===== config.mk =====
export PLATFORM = sky130hd
export DESIGN_NAME = esm_instr_feeder
export DESIGN_NICKNAME = d
export VERILOG_FILES = /design/src/rtl/esm_instr_feeder_pkg.sv /design/src/rtl/esm_sync_fifo.sv /design/src/rtl/esm_instr_feeder.sv
export SDC_FILE = /design/constraint.sdc
export NUM_CORES = 1
export LEC_CHECK = 0
export ABC_CLOCK_PERIOD_IN_PS = 13100
export CORE_UTILIZATION = 45
export DETAILED_ROUTE_END_ITERATION = 8
export PLACE_DENSITY = 0.66
export SYNTH_ARGS = -nofsm -noshare
export SYNTH_HDL_FRONTEND = slang
export SYNTH_SLANG_ARGS = --single-unit

===== constraint.sdc =====
create_clock -name clk -period 13.1 [get_ports clk]
set_input_delay 2.62 -clock clk [delete_from_list [all_inputs] [get_ports clk]]
set_output_delay 2.62 -clock clk [all_outputs]
set_load 0.01 [all_outputs]

===== src/rtl/esm_instr_feeder_pkg.sv =====
// rtl/esm_instr_feeder_pkg.sv - RV32I opcode constants, NOP encoding and opcode classifier for the ESM feeder
package esm_instr_feeder_pkg;

    localparam logic [6:0] OP_R      = 7'b0110011;
    localparam logic [6:0] OP_I_ALU  = 7'b0010011;
    localparam logic [6:0] OP_LOAD   = 7'b0000011;
    localparam logic [6:0] OP_STORE  = 7'b0100011;
    localparam logic [6:0] OP_BRANCH = 7'b1100011;
    localparam logic [6:0] OP_LUI    = 7'b0110111;
    localparam logic [6:0] OP_AUIPC  = 7'b0010111;
    localparam logic [6:0] OP_JAL    = 7'b1101111;
    localparam logic [6:0] OP_JALR   = 7'b1100111;

    localparam logic [31:0] NOP_INSTR = 32'h0000_0013;

    // Two control bits travel with every stored instruction word.
    localparam int DEC_CTRL_W = 2;

    typedef enum logic [2:0] {
        CLS_R,
        CLS_I_ALU,
        CLS_LOAD,
        CLS_STORE,
        CLS_BRANCH,
        CLS_UPPER,
        CLS_JUMP,
        CLS_ILLEGAL
    } instr_class_e;

    typedef struct packed {
        logic alu_src;
        logic reg_write;
    } dec_ctrl_t;

    function automatic instr_class_e classify_opcode(input logic [6:0] opcode);
        instr_class_e cls;
        case (opcode)
            OP_R:              cls = CLS_R;
            OP_I_ALU:          cls = CLS_I_ALU;
            OP_LOAD:           cls = CLS_LOAD;
            OP_STORE:          cls = CLS_STORE;
            OP_BRANCH:         cls = CLS_BRANCH;
            OP_LUI, OP_AUIPC:  cls = CLS_UPPER;
            OP_JAL, OP_JALR:   cls = CLS_JUMP;
            default:           cls = CLS_ILLEGAL;
        endcase
        return cls;
    endfunction

    function automatic dec_ctrl_t class_ctrl(input instr_class_e cls);
        dec_ctrl_t ctrl;
        case (cls)
            CLS_R:      ctrl = '{alu_src: 1'b0, reg_write: 1'b1};
            CLS_STORE:  ctrl = '{alu_src: 1'b1, reg_write: 1'b0};
            CLS_BRANCH: ctrl = '{alu_src: 1'b0, reg_write: 1'b0};
            CLS_ILLEGAL: ctrl = '{alu_src: 1'b1, reg_write: 1'b0};
            default:    ctrl = '{alu_src: 1'b1, reg_write: 1'b1};
        endcase
        return ctrl;
    endfunction

endpackage


===== src/rtl/esm_sync_fifo.sv =====
// rtl/esm_sync_fifo.sv - Synchronous first-word-fall-through FIFO with count and flush
module esm_sync_fifo #(
    parameter int WIDTH = 34,
    parameter int DEPTH = 4,
    localparam int AW = $clog2(DEPTH),
    localparam int CW = AW + 1
) (
    input  logic             clk,
    input  logic             rst,
    input  logic             flush,
    input  logic             push,
    input  logic             pop,
    input  logic [WIDTH-1:0] wdata,
    output logic [WIDTH-1:0] rdata,
    output logic [CW-1:0]    count,
    output logic             full,
    output logic             empty
);

    logic [WIDTH-1:0] mem_q [DEPTH];
    logic [AW-1:0]    wr_ptr_q, wr_ptr_d;
    logic [AW-1:0]    rd_ptr_q, rd_ptr_d;
    logic [CW-1:0]    count_q,  count_d;
    logic             push_ok;
    logic             pop_ok;

    assign full    = (count_q == CW'(DEPTH));
    assign empty   = (count_q == '0);
    assign push_ok = push & ~full & ~flush;
    assign pop_ok  = pop & ~empty & ~flush;

    always_comb begin
        wr_ptr_d = wr_ptr_q;
        rd_ptr_d = rd_ptr_q;
        count_d  = count_q;
        if (flush) begin
            wr_ptr_d = '0;
            rd_ptr_d = '0;
            count_d  = '0;
        end else begin
            // Pointers wrap naturally because DEPTH is a power of two.
            if (push_ok) wr_ptr_d = wr_ptr_q + AW'(1);
            if (pop_ok)  rd_ptr_d = rd_ptr_q + AW'(1);
            case ({push_ok, pop_ok})
                2'b10:   count_d = count_q + CW'(1);
                2'b01:   count_d = count_q - CW'(1);
                default: count_d = count_q;
            endcase
        end
    end

    always_ff @(posedge clk or posedge rst) begin
        if (rst) begin
            wr_ptr_q <= '0;
            rd_ptr_q <= '0;
            count_q  <= '0;
        end else begin
            wr_ptr_q <= wr_ptr_d;
            rd_ptr_q <= rd_ptr_d;
            count_q  <= count_d;
        end
    end

    // Storage is cleared on reset so the head reads as zero until the first push.
    always_ff @(posedge clk or posedge rst) begin
        if (rst) begin
            for (int i = 0; i < DEPTH; i++) begin
                mem_q[i] <= '0;
            end
        end else if (push_ok) begin
            mem_q[wr_ptr_q] <= wdata;
        end
    end

    assign rdata = mem_q[rd_ptr_q];
    assign count = count_q;

endmodule


===== src/rtl/esm_instr_feeder.sv =====
// rtl/esm_instr_feeder.sv - Buffers fetched RV32I words, decodes ALUSrc/RegWrite and feeds the ESM core
module esm_instr_feeder
    import esm_instr_feeder_pkg::*;
#(
    parameter int Instr_word_size = 32,
    parameter int DEPTH           = 4
) (
    input  logic                       clk,
    input  logic                       rst,
    input  logic                       flush,
    input  logic                       in_valid,
    output logic                       in_ready,
    input  logic [Instr_word_size-1:0] in_instr,
    output logic                       out_valid,
    input  logic                       out_ready,
    output logic [Instr_word_size-1:0] out_instr,
    output logic                       out_ALUSrc,
    output logic                       out_RegWrite,
    output logic [$clog2(DEPTH):0]     count,
    output logic                       illegal_seen
);

    localparam int ENTRY_W = Instr_word_size + DEC_CTRL_W;

    instr_class_e               dec_cls;
    dec_ctrl_t                  dec_ctrl;
    logic [Instr_word_size-1:0] dec_instr;
    logic                       dec_illegal;
    logic [ENTRY_W-1:0]         head_entry;
    logic                       fifo_full;
    logic                       fifo_empty;
    logic                       push;
    logic                       pop;
    logic                       illegal_seen_q, illegal_seen_d;

    // Decode sits in front of the FIFO so the core sees control bits with no extra latency.
    always_comb begin
        dec_cls     = classify_opcode(in_instr[6:0]);
        dec_ctrl    = class_ctrl(dec_cls);
        dec_illegal = (dec_cls == CLS_ILLEGAL);
        dec_instr   = in_instr;
        if (dec_illegal) begin
            dec_instr       = '0;
            dec_instr[31:0] = NOP_INSTR;
        end
        if (in_instr[11:7] == 5'd0) begin
            dec_ctrl.reg_write = 1'b0;
        end
    end

    assign in_ready  = ~fifo_full;
    assign out_valid = ~fifo_empty;
    assign push      = in_valid & in_ready;
    assign pop       = out_valid & out_ready;

    esm_sync_fifo #(
        .WIDTH (ENTRY_W),
        .DEPTH (DEPTH)
    ) u_fifo (
        .clk   (clk),
        .rst   (rst),
        .flush (flush),
        .push  (push),
        .pop   (pop),
        .wdata ({dec_instr, dec_ctrl.alu_src, dec_ctrl.reg_write}),
        .rdata (head_entry),
        .count (count),
        .full  (fifo_full),
        .empty (fifo_empty)
    );

    assign out_instr    = head_entry[ENTRY_W-1:DEC_CTRL_W];
    assign out_ALUSrc   = head_entry[1];
    assign out_RegWrite = head_entry[0];

    // Sticky until reset; a push dropped by flush was never accepted.
    always_comb begin
        illegal_seen_d = illegal_seen_q;
        if (push & ~flush & dec_illegal) begin
            illegal_seen_d = 1'b1;
        end
    end

    always_ff @(posedge clk or posedge rst) begin
        if (rst) begin
            illegal_seen_q <= 1'b0;
        end else begin
            illegal_seen_q <= illegal_seen_d;
        end
    end

    assign illegal_seen = illegal_seen_q;

endmodule


==> results of run 1 <==
state kept, by name, indices dropped and copies added, names as in the netlist:
register         cells
u_fifo.wr_ptr_q      2
illegal_seen         1
u_fifo.rd_ptr_q      2
u_fifo.count         3
u_fifo.mem_q       136
kinds of logic after synthesis:
logic type | synth area share (%)
xor+xnor | 0.668
mux | 12.5
flops | 55.0
fa+ha+maj | 1.07
compound gates | 19.1
buf+inv | 5.46
simple gates | 6.18
cell usage after synthesis (4+ instances only):
cell / instances
a21oi_1: 5
a21oi_4: 4
a22o_1: 76
a22o_2: 28
a22oi_1: 4
buf_2: 10
buf_6: 22
clkbuf_1: 6
dfrtp_1: 144
ha_1: 4
inv_1: 10
mux2_2: 5
mux4_2: 34
nand2_1: 22
nand2b_1: 8
nand3_1: 4
nand3_4: 4
nor2_1: 8
o21ai_0: 19
report_power, final:
group	switching, mW	internal, mW	leakage, nW	total, mW
Combinational	0.0601	0.0689	1.20	0.129
Sequential	0.0240	0.476	1.94	0.500
Clock	0.188	0.309	0.291	0.497
final cells by class:
cell class / instances / area share (%)
flip-flops and latches: 144 / 45.8
multi-input cells: 260 / 33.0
repair buffers: 79 / 9.96
clock buffers: 19 / 5.76
well taps: 180 / 2.86
clock inverters: 13 / 2.05
inverters: 10 / 0.541
worst max-delay path by stage:
| stage | startpoint | endpoint | slack [ps] |
|---|---|---|---|
| 2_1_floorplan | rst | illegal_seen$_DFFE_PP0P_ | 6610 |
| 3_3_place_gp | in_valid | u_fifo.mem_q[20]$_DFFE_PP0P_ | 7600 |
| 3_5_place_dp | in_valid | u_fifo.mem_q[20]$_DFFE_PP0P_ | 7580 |
| 4_1_cts | u_fifo.rd_ptr_q[0]$_DFFE_PP0P_ | out_instr[5] | 7580 |
| 5_1_grt | u_fifo.rd_ptr_q[0]$_DFFE_PP0P_ | out_RegWrite | 7470 |
| 6_report | u_fifo.rd_ptr_q[0]$_DFFE_PP0P_ | out_instr[5] | 7680 |
placed cells by master, fill, tap and decap left out, types with 4 or more instances in the layout:
master,Yosys,layout
a21oi_1,5,5
a21oi_4,4,4
a22o_1,76,76
a22o_2,28,28
a22oi_1,4,4
clkbuf_16,0,17
clkdlybuf4s50_1,0,76
clkinvlp_4,0,4
dfrtp_1,144,143
ha_1,4,4
inv_1,10,9
mux2_2,5,5
mux4_2,34,34
nand2_1,22,22
nand2b_1,8,8
nand3_1,4,4
nand3_4,4,4
nor2_1,8,8
o21ai_0,19,19
per-stage QoR:
| step | hold WS, ps | utilization [%] | area, sq um | total power [mW] | setup slack, ps |
|---|---|---|---|---|---|
| global route | 476 | 56.0 | 7870 | 1.17 | 7470 |
| global placement | 444 | 51.6 | 7250 | 0.632 | 7600 |
| finish | 467 | 56.0 | 7870 | 1.13 | 7680 |
| detailed placement | 453 | 51.6 | 7250 | 0.636 | 7580 |
| floorplan | 429 | - | 6560 | 0.585 | 6610 |
| CTS | 468 | 56.0 | 7870 | 1.14 | 7580 |
routing by layer:
metal	global-route usage, %	share of wire, %
met1	30.0	45
met2	35.3	49
met3	5.72	5.2
met4	8.31	1.5
met5	0	0
==> metrics.md, run 1 <==
| Metric | Value |
|---|---|
| Status | finished, final reports clean |
| FF+latch count, synth | 144 |
| Cell chain of the critical path | buf_4, mux4_2, clkdlybuf4s50_1 |
| Die X | roughly 120 um |
| WL final | 15300 um |
| Die height | 123 um |
| Filler cell count | 1091 |
| Post-synth net total | approximately 500 |
| Largest net degree at the start of global routing | about 80 |
| Vias post-DR | 4274 |
| # clock sinks | 144 |
| Worst R2R Start | u_fifo.count[0]$_DFFE_PP0P_ |
| Top cell type's share of synthesized area | 55.0% |
| Drt via density | 6.06 |
| Netlist Area Pre-Place | 6560 sq um |
| PwrDens | 143 nW/um^2 |
| Critical Path RT | 10480 ps |
| Largest cells by area after synthesis | dfrtp_1 (55%), mux4_2 (12%), a22o_1 (10%), a22o_2 (4.3%), buf_6 (3.8%) |
| CTS tree | done |
| PostCTS Resize Cnt | 0 |
| Max stage delay on crit path | ~800 ps |
| Grt ovf | 0 |
| Hold Vio Cnt, Final | 0 |
| Hold wc startpoint | u_fifo.mem_q[37]$_DFFE_PP0P_ |
| Worst Reg2Reg Path Length in Cells | 4 |
| CTS buffer count | 17 |
| WHS Path Cells | 1 |
| Setup crit end kind | output port |
| Max-slew violation count | 0 |
| Setup Buffers After CTS | 0 |
| Vias in the first global route | approximately 4600 |
| Final count of negative-setup-slack endpoints | 0 |
| Avg Inst Size Synth | 14.5 sq um |
| Sequential cell area | 3600 sq um |
| Leakage power | 3.43 nW |
| DRC Markers | 0 |
| Crit Path Max Fanout | 19 |
| Hold EP | u_fifo.mem_q[37]$_DFFE_PP0P_ |
| Post-route insts no fill | 705 |
| ANT nets after route | 0 |
| Critical path class | reg -> out |
| Ys async rst share | between 90% and 100% |
| Dominant cell type by area after synthesis | dfrtp_1 |
| Seq/Total Area, Yosys | a little over half |
| Hold Buf Count CTS | 0 |
| Netlist cell types | 41 |
| Total track usage | 22.4% |
| Max_cap viols | 0 |
| Worst Skew | 8.73 ps |
| WP depth | 3 |
| Slowest-stage cell, CP | dfrtp_2 |
| Multi-input combinational cell area | 2590 sq um |
| Initial Util | 46.7% |
| Post-synthesis instance total | roughly 450 |
| CTS clk-pin slew, worst paths | 60 ps |
| YS warnings | 0 |
| Worst Hold Class | reg -> reg |
| Final-stage net count | 554 |
| Relative slew margins | around 36% |
| Max Fclk | between 0.15 and 0.2 GHz |
| Peak VDD IR | between 0.0001 and 0.00015 V |
| Wire per inst | 21.6 um |
| First-pass GRT wire length | roughly 25000 um |
| Layout cell share with drive strength beyond 1 | 23.0% |
| CP delay by family, top | buffers and inverters |
| Initial antenna violation count | 0 |
| Post-DP HPWL | between 8000 and 9000 um |
| CTS HTree Levels | 4 |
| Worst R2R Setup Slack | 10110 ps |
| Placer congestion estimate | around 0.77 |
| Post-synth EDFFs | 0 |
| Ports | 77 |
| Setup_tns | 0 ps |
| Period Utilization, post-route | 41.3% |
| Clk_lat worst skew | 420 ps |
| Count of input and output buffers | 76 |
| Number of diodes | 0 |
| Pre-antenna DRT Iters | 5 |
| Layout Area Growth over Synthesis | 20.0% |
| Prevailing post-synth register cell | dfrtp_1 |
| Worst path arrival time | 2800 ps |
| Initial drt markers | 392 |
| FF-to-FF End | u_fifo.mem_q[20]$_DFFE_PP0P_ |
| RSZ-0062 raised after global routing | no |
| Startpoint Class | flip-flop |
| Post-layout min period | about 5400 ps |
| CTS root buffer | clkbuf_16 |
| Cell total after placement | 673 |
| # rows | 43 |
| Max Root-Sink Buffers | 2 |
| Core area | 14000 sq um |
| Worst slew pin tran | 962 ps |
| Count of buffer and inverter cells on the critical path | 2 |
| DIE AREA | 15100 sq um |
Note: power is estimated with default switching activity, not from simulation.
==> run 2: changes to the inputs <==
ABC_CLOCK_PERIOD_IN_PS = 5400   (was 13100)
clock period = 5.4 ns   (was 13.1 ns; I/O delays follow)
==> run 2 against run 1 <==
  * Register-to-register slack worse by 7700 ps
  * Routed wire length shrank 0.63%
  * Power increased to 2.5 times the previous value
  * Sequential cell count unchanged
  * Critical endpoint is now out_instr[24]
  * Largest cell class unchanged
  * Clock skew is 4.4 ps lower
  * Via count fell by 1.1%
==> metrics.md, run 2 (same netlist as run 1, synthesis figures left out) <==
| Metric | Value |
|---|---|
| Worst path arrival time | 2830 ps (was 2800 ps) |
| Critical Path RT | 4320 ps (was 10480 ps) |
| ANT nets after route | 0 (unchanged) |
| Initial antenna violation count | 0 (unchanged) |
| Status | finished, final reports clean (unchanged) |
| Startpoint Class | flip-flop (unchanged) |
| Relative slew margins | 21.5% (was 35.7%) |
| Setup Buffers After CTS | 0 (unchanged) |
| Hold Buf Count CTS | 0 (unchanged) |
| Final-stage net count | 554 (unchanged) |
| Placement Cell Area | 7250 sq um (unchanged) |
| Layout Area Growth over Synthesis | 20.9% (was 20.0%) |
| WHS Path Cells | 1 (unchanged) |
| PostCTS Resize Cnt | 0 (unchanged) |
| Worst slew pin tran | 1180 ps (was 962 ps) |
| Number of diodes | 0 (unchanged) |
| Biggest register | u_fifo.mem_q (unchanged) |
| Placer congestion estimate | 0.733 (was 0.767) |
| Max Fclk | 0.256 GHz |
| Die X | 123 um (unchanged) |
| Crit Path Max Fanout | 22 (was 19) |
| Ports | 77 (unchanged) |
| Worst R2R Setup Slack | 2380 ps (was 10110 ps) |
| Post-DP HPWL | 8910 um (was 8920 um) |
| RSZ-0062 raised after global routing | no (unchanged) |
| Largest net degree at the start of global routing | 112 (was 78) |
| Most frequent cells in the layout | dfrtp_1 (143), a22o_1 (76), clkdlybuf4s50_1 (76) (unchanged) |
| Final count of negative-setup-slack endpoints | 0 (unchanged) |
| Clk_lat worst skew | 410 ps (was 420 ps) |
| Hold EP | u_fifo.mem_q[36]$_DFFE_PP0P_ (was u_fifo.mem_q[37]$_DFFE_PP0P_) |
| Grt ovf | 0 (unchanged) |
| Initial drt markers | 280 (was 392) |
| DRC Markers | 0 (unchanged) |
| DP Worst Slack | 1380 ps (was 7580 ps) |
| Drt via density | 6.00 (was 6.06) |
| WL final | 15200 um (was 15300 um) |
| Final setup margin | 1490 ps (was 7680 ps) |
| DIE AREA | 15100 sq um (unchanged) |
| Worst Hold Class | reg -> reg (unchanged) |
| Count of input and output buffers | 76 (unchanged) |
| Setup_tns | 0 ps (unchanged) |
| Worst R2R Start | u_fifo.count[0]$_DFFE_PP0P_ (unchanged) |
| Pre-antenna DRT Iters | 4 (was 5) |
| Post-route cell area | 7930 sq um (was 7870 sq um) |
| Critical path class | reg -> out (unchanged) |
| Layout cell share with drive strength beyond 1 | 22.9% (was 23.0%) |
| CTS root buffer | clkbuf_16 (unchanged) |
| Peak VDD IR | 0.000236 V (was 0.000114 V) |
| Wire per inst | 21.5 um (was 21.6 um) |
| Max Root-Sink Buffers | 2 (unchanged) |
| CTS tree | done (unchanged) |
| # rows | 43 (unchanged) |
| FF-to-FF End | u_fifo.mem_q[67]$_DFFE_PP0P_ (was u_fifo.mem_q[20]$_DFFE_PP0P_) |
| Die height | 123 um (unchanged) |
| Max-slew violation count | 0 (unchanged) |
| Vias post-DR | 4227 (was 4274) |
| Hold wc startpoint | u_fifo.mem_q[36]$_DFFE_PP0P_ (was u_fifo.mem_q[37]$_DFFE_PP0P_) |
| # clock sinks | 144 (unchanged) |
| Setup crit end kind | output port (unchanged) |
| PwrDens | 360 nW/um^2 (was 143 nW/um^2) |
| Finished Core Util | 56.5% (was 56.0%) |
| Worst Reg2Reg Path Length in Cells | 4 (unchanged) |
| Leakage power | 3.47 nW (was 3.43 nW) |
| Worst Skew | 4.30 ps (was 8.73 ps) |
| CTS HTree Levels | 4 (unchanged) |
| Total track usage | 22.2% (was 22.4%) |
| First-pass GRT wire length | 24800 um (was 24900 um) |
| CTS buffer count | 17 (unchanged) |
| Post-layout min period | 3910 ps |
| CTS clk-pin slew, worst paths | 60 ps (about the same) |
| Period Utilization, post-route | 72.3% |
| Max_cap viols | 0 (unchanged) |
| Core area | 14000 sq um (unchanged) |
| Hold Vio Cnt, Final | 0 (unchanged) |
| Initial Util | 46.7% (unchanged) |
| Vias in the first global route | 4499 (was 4637) |
| Commonest non-fill, non-tap cell in the layout | dfrtp_1 (unchanged) |
| Max FFs per register | 136 (unchanged) |
-- run 2: cell count changes in the layout (fill, tap and decap cells not counted) --
cell / before / now
bufinv_16: 3 / 6
clkbuf_1: 0 / 1
clkbuf_8: 2 / 3
clkinv_2: 3 / 4
clkinv_4: 2 / 0
clkinvlp_4: 4 / 1
inv_6: 2 / 1
-- run 2: worst max path at each step --
stage | startpoint | endpoint | slack [ps]
finish | u_fifo.rd_ptr_q[0]$_DFFE_PP0P_ | out_instr[24] | 1490
CTS | u_fifo.rd_ptr_q[0]$_DFFE_PP0P_ | out_instr[24] | 1410
detailed placement | in_valid | u_fifo.mem_q[67]$_DFFE_PP0P_ | 1380
global placement | in_valid | u_fifo.mem_q[19]$_DFFE_PP0P_ | 1450
global route | u_fifo.rd_ptr_q[0]$_DFFE_PP0P_ | out_instr[24] | 1300
floorplan | rst | illegal_seen$_DFFE_PP0P_ | 450
-- run 2: through the flow --
stage / instances / hold slack, ps / power [mW]
2_1_floorplan: 452 / 429 / 1.42
3_3_place_gp: 673 / 444 / 1.53
3_5_place_dp: 673 / 448 / 1.55
4_1_cts: 705 / 464 / 2.88
5_1_grt: 705 / 485 / 2.96
6_report: 705 / 464 / 2.86
-- run 2: critical path: stages, from the launching register on --
cell and delay (ps):
dfrtp_2 880, buf_4 430, mux4_2 570, clkdlybuf4s50_1 490
-- run 2: metal layers --
metal  up-vias  track usage [%]  wire length (um)  share of wire (%)
met3        13             5.53               834                5.5
li1       1851                -                 -                  -
met4         0             6.17               129               0.85
met2       134             35.5              7510                 50
met5         -                0                 0                  0
met1      2229             30.2              6680                 44
-- run 2: final cells by class --
cell class,instances,area [sq um]
well taps,180,225
multi-input cells,260,2590
flip-flops and latches,144,3600
clock inverters,11,208
clock buffers,21,470
inverters,10,42.5
repair buffers,79,783
fillers,1083,6110
-- run 2: power breakdown --
group          switching, mW  leakage (nW)  internal (mW)
Sequential            0.0620          1.94           1.15
Clock                  0.434         0.333          0.900
Combinational          0.140          1.20          0.167
Total                  0.636          3.47           2.22
==> run 3: changes to the inputs <==
ABC_CLOCK_PERIOD_IN_PS = 3200   (was 5400)
PLACE_DENSITY = 0.69   (was 0.66)
clock period = 3.2 ns   (was 5.4 ns; I/O delays follow)
==> run 3 against run 2 <==
  * Sequential power grew 66%
  * Clock power grew 57%
  * Sequential cell count unchanged
  * Utilization rose by 0.39 points
  * Critical path type unchanged
  * Critical endpoint is now in_ready
  * Largest cell class unchanged
==> metrics.md, run 3 (same netlist as run 1, synthesis figures left out) <==
| Metric | Value |
|---|---|
| Status | finished, final reports clean (unchanged) |
| # rows | 43 (unchanged) |
| # clock sinks | 144 (unchanged) |
| Commonest non-fill, non-tap cell in the layout | dfrtp_1 (unchanged) |
| Period Utilization, post-route | between 80% and 90% |
| Most frequent cells in the layout | dfrtp_1 (143), a22o_1 (76), clkdlybuf4s50_1 (76) (unchanged) |
| Initial Util | 46.7% (unchanged) |
| Launch point of the worst path | u_fifo.count[2]$_DFFE_PP0P_ (was u_fifo.rd_ptr_q[0]$_DFFE_PP0P_) |
| Biggest register | u_fifo.mem_q (unchanged) |
| PostCTS Resize Cnt | 0 (unchanged) |
| CP delay by family, top | simple AND/OR/NAND/NOR gates (was buffers and inverters) |
| CTS buffer count | 17 (unchanged) |
| Total track usage | 22.4% (was 22.2%) |
| Post-DP HPWL | 8830 um (was 8910 um) |
| Hold Buf Count CTS | 0 (unchanged) |
| Multi-input combinational cell area | 2590 sq um (unchanged) |
| Crit Path Max Fanout | 11 (was 22) |
| Startpoint Class | flip-flop (unchanged) |
| Core area | 14000 sq um (unchanged) |
| Initial antenna violation count | 0 (unchanged) |
| Internal power | 3.56 mW (was 2.22 mW) |
| Part of the power in registers | 43.3% (was 42.6%) |
| Largest net degree at the start of global routing | 145 (was 112) |
| Worst Hold Class | reg -> reg (unchanged) |
| Wire per inst | 21.5 um (about the same) |
| Max Fclk | 0.355 GHz |
| Final setup margin | 380 ps (was 1490 ps) |
| Slowest-stage cell, CP | or3b_1 (was dfrtp_2) |
| Pre-antenna DRT Iters | 4 (unchanged) |
| Layout cell share with drive strength beyond 1 | 24.3% (was 22.9%) |
| Worst slew pin tran | 981 ps (was 1180 ps) |
| CTS tree | done (unchanged) |
| Ports | 77 (unchanged) |
| Initial drt markers | 385 (was 280) |
| Finished Core Util | 56.9% (was 56.5%) |
| ANT nets after route | 0 (unchanged) |
| Leakage power | 3.48 nW (was 3.47 nW) |
| Worst Skew | 7.56 ps (was 4.30 ps) |
| Number of diodes | 0 (unchanged) |
| Worst R2R Start | u_fifo.count[2]$_DFFE_PP0P_ (was u_fifo.count[0]$_DFFE_PP0P_) |
| Vias in the first global route | 4618 (was 4499) |
| Comb pwr share | 12.0% (was 10.8%) |
| Grt ovf | 0 (unchanged) |
| WL final | 15400 um (was 15200 um) |
| DP Worst Slack | 350 ps (was 1380 ps) |
| Cell chain of the critical path | or3b_1, clkdlybuf4s50_1 (was buf_4, mux4_2, clkdlybuf4s50_1) |
| Setup crit end kind | output port (unchanged) |
| Critical Path RT | 2560 ps (was 4320 ps) |
| Die height | 123 um (unchanged) |
| DIE AREA | 15100 sq um (unchanged) |
| Max_cap viols | 0 (unchanged) |
| Hold Vio Cnt, Final | 0 (unchanged) |
| Post-layout min period | around 2800 ps |
| CTS root buffer | clkbuf_16 (unchanged) |
| Layout Area Growth over Synthesis | 21.8% (was 20.9%) |
| Worst R2R Setup Slack | 760 ps (was 2380 ps) |
| CTS HTree Levels | 4 (unchanged) |
| Drt via density | 6.10 (was 6.00) |
| CTS clk-pin slew, worst paths | 60 ps (about the same) |
| Setup_tns | 0 ps (unchanged) |
| Filler cell count | 1112 (was 1083) |
| Net Sw Power | 1.11 mW (was 0.636 mW) |
| Final count of negative-setup-slack endpoints | 0 (unchanged) |
| Clk_lat worst skew | 420 ps (was 410 ps) |
| Share of total power in the clock network | 44.6% (was 46.7%) |
| Final-stage net count | 563 (was 554) |
| Vias post-DR | 4357 (was 4227) |
| Hold wc startpoint | u_fifo.mem_q[70]$_DFFE_PP0P_ (was u_fifo.mem_q[36]$_DFFE_PP0P_) |
| RSZ-0062 raised after global routing | no (unchanged) |
| Critical path class | reg -> out (unchanged) |
| Count of input and output buffers | 76 (unchanged) |
| Setup Buffers After CTS | 0 (unchanged) |
| Max Root-Sink Buffers | 2 (unchanged) |
| Peak VDD IR | 0.000395 V (was 0.000236 V) |
| Overall Power | 4.67 mW (was 2.86 mW) |
| Placer congestion estimate | 0.777 (was 0.733) |
| First-pass GRT wire length | 25100 um (was 24800 um) |
| DRC Markers | 0 (unchanged) |
| PwrDens | 585 nW/um^2 (was 360 nW/um^2) |
| Relative slew margins | 34.4% (was 21.5%) |
| Switching Fraction | 23.8% (was 22.3%) |
| Sequential cell area | 3600 sq um (unchanged) |
| Count of buffer and inverter cells on the critical path | 1 (was 2) |
| Max stage delay on crit path | 640 ps (was 880 ps) |
| Worst path arrival time | 2180 ps (was 2830 ps) |
| Max-slew violation count | 0 (unchanged) |
| Die X | 123 um (unchanged) |
| Max FFs per register | 136 (unchanged) |
[run 3: path summary, 6_finish.rpt]
check,endpoint,cells after the start
max,in_ready,2
min,u_fifo.mem_q[70]$_DFFE_PP0P_,1
max reg2reg,u_fifo.count[1]$_DFFE_PP0P_,6
min reg2reg,u_fifo.mem_q[70]$_DFFE_PP0P_,1
max in group asynchronous,u_fifo.mem_q[25]$_DFFE_PP0P_,3
min in group asynchronous,u_fifo.mem_q[81]$_DFFE_PP0P_,3
[run 3: worst register-to-register path: stages, from the launching register on]
cell     delay, ps
dfrtp_1        540
or3b_1         650
nand2_1        230
nor3b_1        240
fa_1           470
a21oi_1        140
nor4_1          60
[run 3: power by group through the flow]
stage	registers, mW	logic, mW	clock network (mW)
global route	2.04	0.616	2.19
floorplan	2.02	0.371	0
global placement	2.04	0.556	0
finish	2.03	0.563	2.09
CTS	2.02	0.572	2.12
detailed placement	2.05	0.569	0
[run 3: area by class of cell]
| class | count | area share (%) |
|---|---|---|
| Multi-Input combinational cell | 260 | 32.5 |
| Timing Repair Buffer | 88 | 11.1 |
| Tap cell | 180 | 2.82 |
| Clock inverter | 14 | 2.38 |
| Inverter | 10 | 0.517 |
| Sequential cell | 144 | 45.1 |
| Clock buffer | 18 | 5.50 |
[run 3: per-stage QoR]
| stage | hold WS (ps) | instance area (sq um) | cells |
|---|---|---|---|
| floorplan | 429 | 6560 | 452 |
| global placement | 444 | 7350 | 682 |
| detailed placement | 452 | 7350 | 682 |
| CTS | 466 | 7980 | 714 |
| global route | 471 | 7980 | 714 |
| finish | 467 | 7980 | 714 |
[run 3: layer usage]
layer / up-vias / global-route usage (%) / share of wire, %
met5: - / 0 / 0
met3: 17 / 5.67 / 6.0
met1: 2312 / 30.5 / 45
met4: 0 / 6.78 / 0.96
li1: 1876 / - / -
met2: 152 / 35.4 / 48
